## src/rtl/axis_decimator_pkg.sv

```systemverilog
//------------------------------------------------------------------------------
// axis_decimator_pkg : shared types, widths and rate clamp for the decimator
// Revision 1.0
//------------------------------------------------------------------------------
`default_nettype none

package axis_decimator_pkg;

  localparam int DEFAULT_DATA_WIDTH    = 16;
  localparam int DEFAULT_LOG2_MAX_RATE = 8;
  localparam int ACC_WIDTH             = DEFAULT_DATA_WIDTH + DEFAULT_LOG2_MAX_RATE;

  typedef logic signed [DEFAULT_DATA_WIDTH-1:0] sample_t;

  function automatic logic [3:0] clamp_rate(input logic [3:0] rate,
                                            input logic [3:0] max_rate);
    return (rate > max_rate) ? max_rate : rate;
  endfunction

endpackage

`default_nettype wire

```

## src/rtl/axis_output_reg.sv

```systemverilog
//------------------------------------------------------------------------------
// axis_output_reg : one-deep AXI-Stream output register with upstream ready
// Revision 1.0
//------------------------------------------------------------------------------
`default_nettype none

module axis_output_reg #(
  parameter int DATA_WIDTH = 16
) (
  input  logic                  aclk,
  input  logic                  aresetn,
  input  logic                  load,
  input  logic [DATA_WIDTH-1:0] load_data,
  output logic [DATA_WIDTH-1:0] m_axis_tdata,
  output logic                  m_axis_tvalid,
  input  logic                  m_axis_tready,
  output logic                  s_axis_tready
);

  // A slot frees up in the same cycle the held sample drains.
  assign s_axis_tready = !m_axis_tvalid || m_axis_tready;

  always_ff @(posedge aclk or negedge aresetn) begin
    if (!aresetn) begin
      m_axis_tdata  <= '0;
      m_axis_tvalid <= 1'b0;
    end else if (load) begin
      m_axis_tdata  <= load_data;
      m_axis_tvalid <= 1'b1;
    end else if (m_axis_tvalid && m_axis_tready) begin
      m_axis_tvalid <= 1'b0;
    end
  end

endmodule

`default_nettype wire

```

## src/rtl/axis_averaging_decimator.sv

```systemverilog
//------------------------------------------------------------------------------
// axis_averaging_decimator : boxcar average of 2^log2_rate samples per output
// Revision 1.0
//------------------------------------------------------------------------------
`default_nettype none

module axis_averaging_decimator
  import axis_decimator_pkg::*;
#(
  parameter int DATA_WIDTH    = DEFAULT_DATA_WIDTH,
  parameter int LOG2_MAX_RATE = DEFAULT_LOG2_MAX_RATE
) (
  input  logic                  aclk,
  input  logic                  aresetn,
  input  logic [3:0]            log2_rate,
  input  logic [DATA_WIDTH-1:0] s_axis_tdata,
  input  logic                  s_axis_tvalid,
  output logic                  s_axis_tready,
  output logic [DATA_WIDTH-1:0] m_axis_tdata,
  output logic                  m_axis_tvalid,
  input  logic                  m_axis_tready
);

  localparam int ACC_W = DATA_WIDTH + LOG2_MAX_RATE;

  logic signed [ACC_W-1:0]   acc;
  logic signed [ACC_W-1:0]   sum;
  logic signed [ACC_W-1:0]   avg;
  logic [LOG2_MAX_RATE-1:0]  cnt;
  logic [LOG2_MAX_RATE:0]    block_len;
  logic [3:0]                rate_q;
  logic [3:0]                rate_next;
  logic                      accept;
  logic                      last;

  assign rate_next = clamp_rate(log2_rate, 4'(LOG2_MAX_RATE));
  assign block_len = (LOG2_MAX_RATE+1)'(1) << rate_q;
  assign last      = ({1'b0, cnt} == (block_len - 1'b1));
  assign accept    = s_axis_tvalid && s_axis_tready;
  assign sum       = acc + {{LOG2_MAX_RATE{s_axis_tdata[DATA_WIDTH-1]}}, s_axis_tdata};
  // Arithmetic shift floors toward -inf; the quotient always fits DATA_WIDTH.
  assign avg       = sum >>> rate_q;

  always_ff @(posedge aclk or negedge aresetn) begin
    if (!aresetn) begin
      acc    <= '0;
      cnt    <= '0;
      rate_q <= '0;
    end else if (accept) begin
      if (last) begin
        acc    <= '0;
        cnt    <= '0;
        rate_q <= rate_next;
      end else begin
        acc    <= sum;
        cnt    <= cnt + 1'b1;
      end
    end else if (cnt == '0) begin
      // Between blocks the exponent tracks the input; mid-block it is frozen.
      rate_q <= rate_next;
    end
  end

  axis_output_reg #(
    .DATA_WIDTH (DATA_WIDTH)
  ) u_out_reg (
    .aclk          (aclk),
    .aresetn       (aresetn),
    .load          (accept && last),
    .load_data     (avg[DATA_WIDTH-1:0]),
    .m_axis_tdata  (m_axis_tdata),
    .m_axis_tvalid (m_axis_tvalid),
    .m_axis_tready (m_axis_tready),
    .s_axis_tready (s_axis_tready)
  );

endmodule

`default_nettype wire

```

## config.mk

```make
export PLATFORM = sky130hd
export DESIGN_NAME = axis_averaging_decimator
export DESIGN_NICKNAME = d
export VERILOG_FILES = /design/src/rtl/axis_decimator_pkg.sv /design/src/rtl/axis_output_reg.sv /design/src/rtl/axis_averaging_decimator.sv
export SDC_FILE = /design/constraint.sdc
export NUM_CORES = 1
export LEC_CHECK = 0
export CORE_MARGIN = 2
export CORE_UTILIZATION = 60
export CTS_BUF_LIST = sky130_fd_sc_hd__clkbuf_16
export DETAILED_ROUTE_END_ITERATION = 7
export PLACE_DENSITY = 0.9
export SETUP_SLACK_MARGIN = 0.1
export SLEW_MARGIN = 20
export SYNTH_ARGS = -nofsm -noshare
export SYNTH_HDL_FRONTEND = slang
export SYNTH_SLANG_ARGS = --single-unit
```

## constraint.sdc

```tcl
create_clock -name aclk -period 5.2 [get_ports aclk]
set_input_delay 1.04 -clock aclk [delete_from_list [all_inputs] [get_ports aclk]]
set_output_delay 1.04 -clock aclk [all_outputs]
set_load 0.05 [all_outputs]
```

==> reports/metrics.csv <==
metric,value,unit
multiplexer area fraction after synthesis,0.0729,
HP Start,acc[15],
max cap viols,0,
Reg2Reg Setup Slack,1.21,ns
CP Data Required Time,5.38,ns
DP HPWL,10.8,mm
GPL Wtd Cong,0.949,
XOR/XNOR Fraction of Synth Area,0.0379,
final cell count without fillers,758,
Synth area leaders,"dfrtp_1, nand2_1, ha_1",
# IOs,42,
Post-Synth Adder-Cell Area,0.0653,
ys flop type,dfrtp_1,
Int Pwr,1.66,mW
DR vias,5424,
cell mode on critical path,o21ai_0,
Die Area,0.00958,sq mm
post-synthesis cell type with the largest combined area,dfrtp_1,
crit path max-delay cell type,clkdlybuf4s50_1,
final hold violations,0,
Num CTS Buffers,5,
Fmax,0.228,GHz
number of global-route vias before repair,5297,
total global-route track usage,0.316,
clock share of power,0.118,
power density over the cells,582,mW/mm^2
Post-DP Area,0.00567,sq mm
Worst Hold Class,reg2reg,
final number of setup-violating endpoints,0,
Worst setup SP type,input pin,
VDD IR max,0.326,mV
H-tree Lvls,2,
main combinational cell family by area after synthesis,compound AO/OA/AOI/OAI gates,
starting density of the core,0.612,
syn nets,695,
Post-synth EDFFs,0,
Worst-path clk slew,0.08,ns
switching share of power,0.512,
most common cell in the synthesized netlist,nand2_1,
CP cell instances,"clkdlybuf4s50_1, ha_1, a21oi_1, o21ai_0, nor2_1, a221o_1, a311oi_2, nand3_1, o21ai_0, a2111oi_0, a2111o_1",
yosys warns,0,
post-CTS setup buffers,0,
Worst Path Max Fanout,10,
Post-synth top cells,"nand2_1, dfrtp_1, a21oi_1, o21ai_0, nor2_1",
utilization after layout,0.677,
Avg WL per Cell,19.7,um
area share of and/or/nand/nor cells after synthesis,0.208,
clk buf depth,2,
Ant. Diodes,0,
CTS sink cnt,53,
CTS Root Cell,clkbuf_16,
design area,0.00584,sq mm
DR vias/cell,7.16,
Area Growth Syn to Fin,10.5,%
Fill cells,694,
post-CTS sizing,0,
Worst Tran Pin Value,0.706,ns
share of cells above drive strength 1,0.100,
Min-Delay Path Depth,2,
Routed Antenna Nets,0,
outcome,"finished, final reports clean",
die height,97.9,um
CTS Hold Bufs,0,
Storage cell area,0.00133,sq mm
"Slew Viols, Final",0,
drc violations,0,
"Clk Latency, worst-skew pair",0.30,ns
switching power,1.74,mW
Crit. path cell count,11,
drt total wl,15.0,mm
Initial DRC Count,626,
Setup Skew,0.00543,ns
worst r2r src,rate_q[3],
first-pass GRT wire length,25.2,mm
Port Buf Inserts,41,
Slew headroom,0.525,
reg2reg path depth,12,
largest net degree at the start of global routing,57,
reg2reg end,rate_q[3],
post-synth cell types,93,
total grt overflow,0,
Avg Inst Size Synth,8.21,sq um
Fin Setup TNS,0,ns
Core Area,0.00864,sq mm
synthesized cell area,0.00529,sq mm
crit path kind,in2reg,
"delay-heaviest family, CP",compound AO/OA/AOI/OAI gates,
Tcrit/Tclk final,0.844,
Hold EP,acc[15],
CTS tree,yes,
top cell type's share of synthesized area,0.251,
combinational power share,0.695,
sequential share of the synthesized area,0.251,
Placement Rows,34,
Reg power frac,0.187,
leak pwr,2.37,nW
"Largest stage delay, worst path",0.61,ns
Cells after Synth,644,
Synth Area in Compound Gates,0.311,
Buf/Inv on CP,1,
RSZ-0062 raised after global routing,no,
crit end category,flop,
post-synthesis async set-or-reset flop share,1.00,
drt pass-1 iters,5,
worst path arrival time,4.57,ns
post-route minimum period,4.39,ns
Yosys reg bits,53,
die width,97.9,um
"Power, Total",3.40,mW
placed cells,750,
area of the multi-input gates,0.00368,sq mm
initial antenna violation count,0,
Layout Nets,700,
worst min-delay path: cells and delay by family (launching register included):
family / cells / cell delay [ns]
flip-flops: 1 / 0.35
AND/OR/NAND/NOR: 1 / 0.05
AO/OA/AOI/OAI: 1 / 0.05
through the flow:
step / hold WS [ns] / setup WS [ns]
2_1_floorplan: 0.453 / 1.49
3_3_place_gp: 0.464 / 0.772
3_5_place_dp: 0.474 / 0.584
4_1_cts: 0.491 / 0.872
5_1_grt: 0.511 / 0.554
6_report: 0.484 / 0.810
worst max-delay path by stage:
stage,from,end,slack [ns]
after CTS,s_axis_tdata[15],u_out_reg.m_axis_tdata[8],0.87
after floorplan,s_axis_tdata[0],u_out_reg.m_axis_tdata[14],1.49
after global routing,s_axis_tdata[15],u_out_reg.m_axis_tdata[8],0.55
after detailed placement,s_axis_tdata[15],u_out_reg.m_axis_tdata[8],0.58
after global placement,s_axis_tdata[15],u_out_reg.m_axis_tdata[8],0.77
final,s_axis_tdata[15],u_out_reg.m_axis_tdata[8],0.81
flip-flops by register name, summed over array words and instances (netlist names):
name,cells
acc,24
u_out_reg.m_axis_tdata,16
cnt,8
rate_q,4
u_out_reg.m_axis_tvalid,1
power by group through the flow:
stage	Sequential, mW	Clock (mW)	Combinational (mW)
4_1_cts	0.634	0.403	2.29
2_1_floorplan	0.616	0	1.77
3_3_place_gp	0.631	0	2.22
3_5_place_dp	0.642	0	2.27
6_report	0.634	0.402	2.36
5_1_grt	0.650	0.420	2.55
cells in the final DEF (no fill, tap or decap), types with 5 or more instances in the layout:
| cell type | count |
|---|---|
| nand2_1 | 92 |
| dfrtp_1 | 53 |
| clkdlybuf4s50_1 | 40 |
| a21oi_1 | 38 |
| o21ai_0 | 38 |
| nor2_1 | 33 |
| ha_1 | 26 |
| nand3_1 | 21 |
| o31ai_1 | 21 |
| o211ai_1 | 17 |
| inv_1 | 16 |
| mux2i_1 | 16 |
| xnor2_1 | 14 |
| nand4_1 | 11 |
| a21o_1 | 9 |
| a31oi_1 | 9 |
| nand2b_1 | 8 |
| nor3_1 | 8 |
| mux2_2 | 8 |
| buf_4 | 8 |
| and2_1 | 7 |
| a211oi_1 | 7 |
| and3_1 | 7 |
| xor2_1 | 7 |
| mux4_2 | 6 |
| a211o_1 | 5 |
| a2111oi_0 | 5 |
| o22ai_1 | 5 |
| clkbuf_16 | 5 |
kinds of logic (layout without fill, tap and decap cells):
logic type | after synthesis | in the layout
compound gates | 221 | 221
xor+xnor | 22 | 22
fa+ha+maj | 27 | 27
buf+inv | 69 | 75
flops | 53 | 53
mux | 30 | 30
simple gates | 222 | 222
layer usage:
layer | GRT usage | vias up | part of all wire
met5 | 0 | - | 0
li1 | - | 2444 | -
met1 | 0.406 | 2560 | 0.40
met2 | 0.522 | 334 | 0.46
met4 | 0.157 | 0 | 0.052
met3 | 0.0444 | 86 | 0.083
area by class of cell:
cell class,instances,share of cell area
Clock inverter,3,0.00749
Timing Repair Buffer,49,0.0797
Sequential cell,53,0.227
Inverter,18,0.0116
Tap cell,108,0.0231
Clock buffer,5,0.0214
Multi-Input combinational cell,522,0.630
No activity file was read; power rests on OpenSTA's default activity.
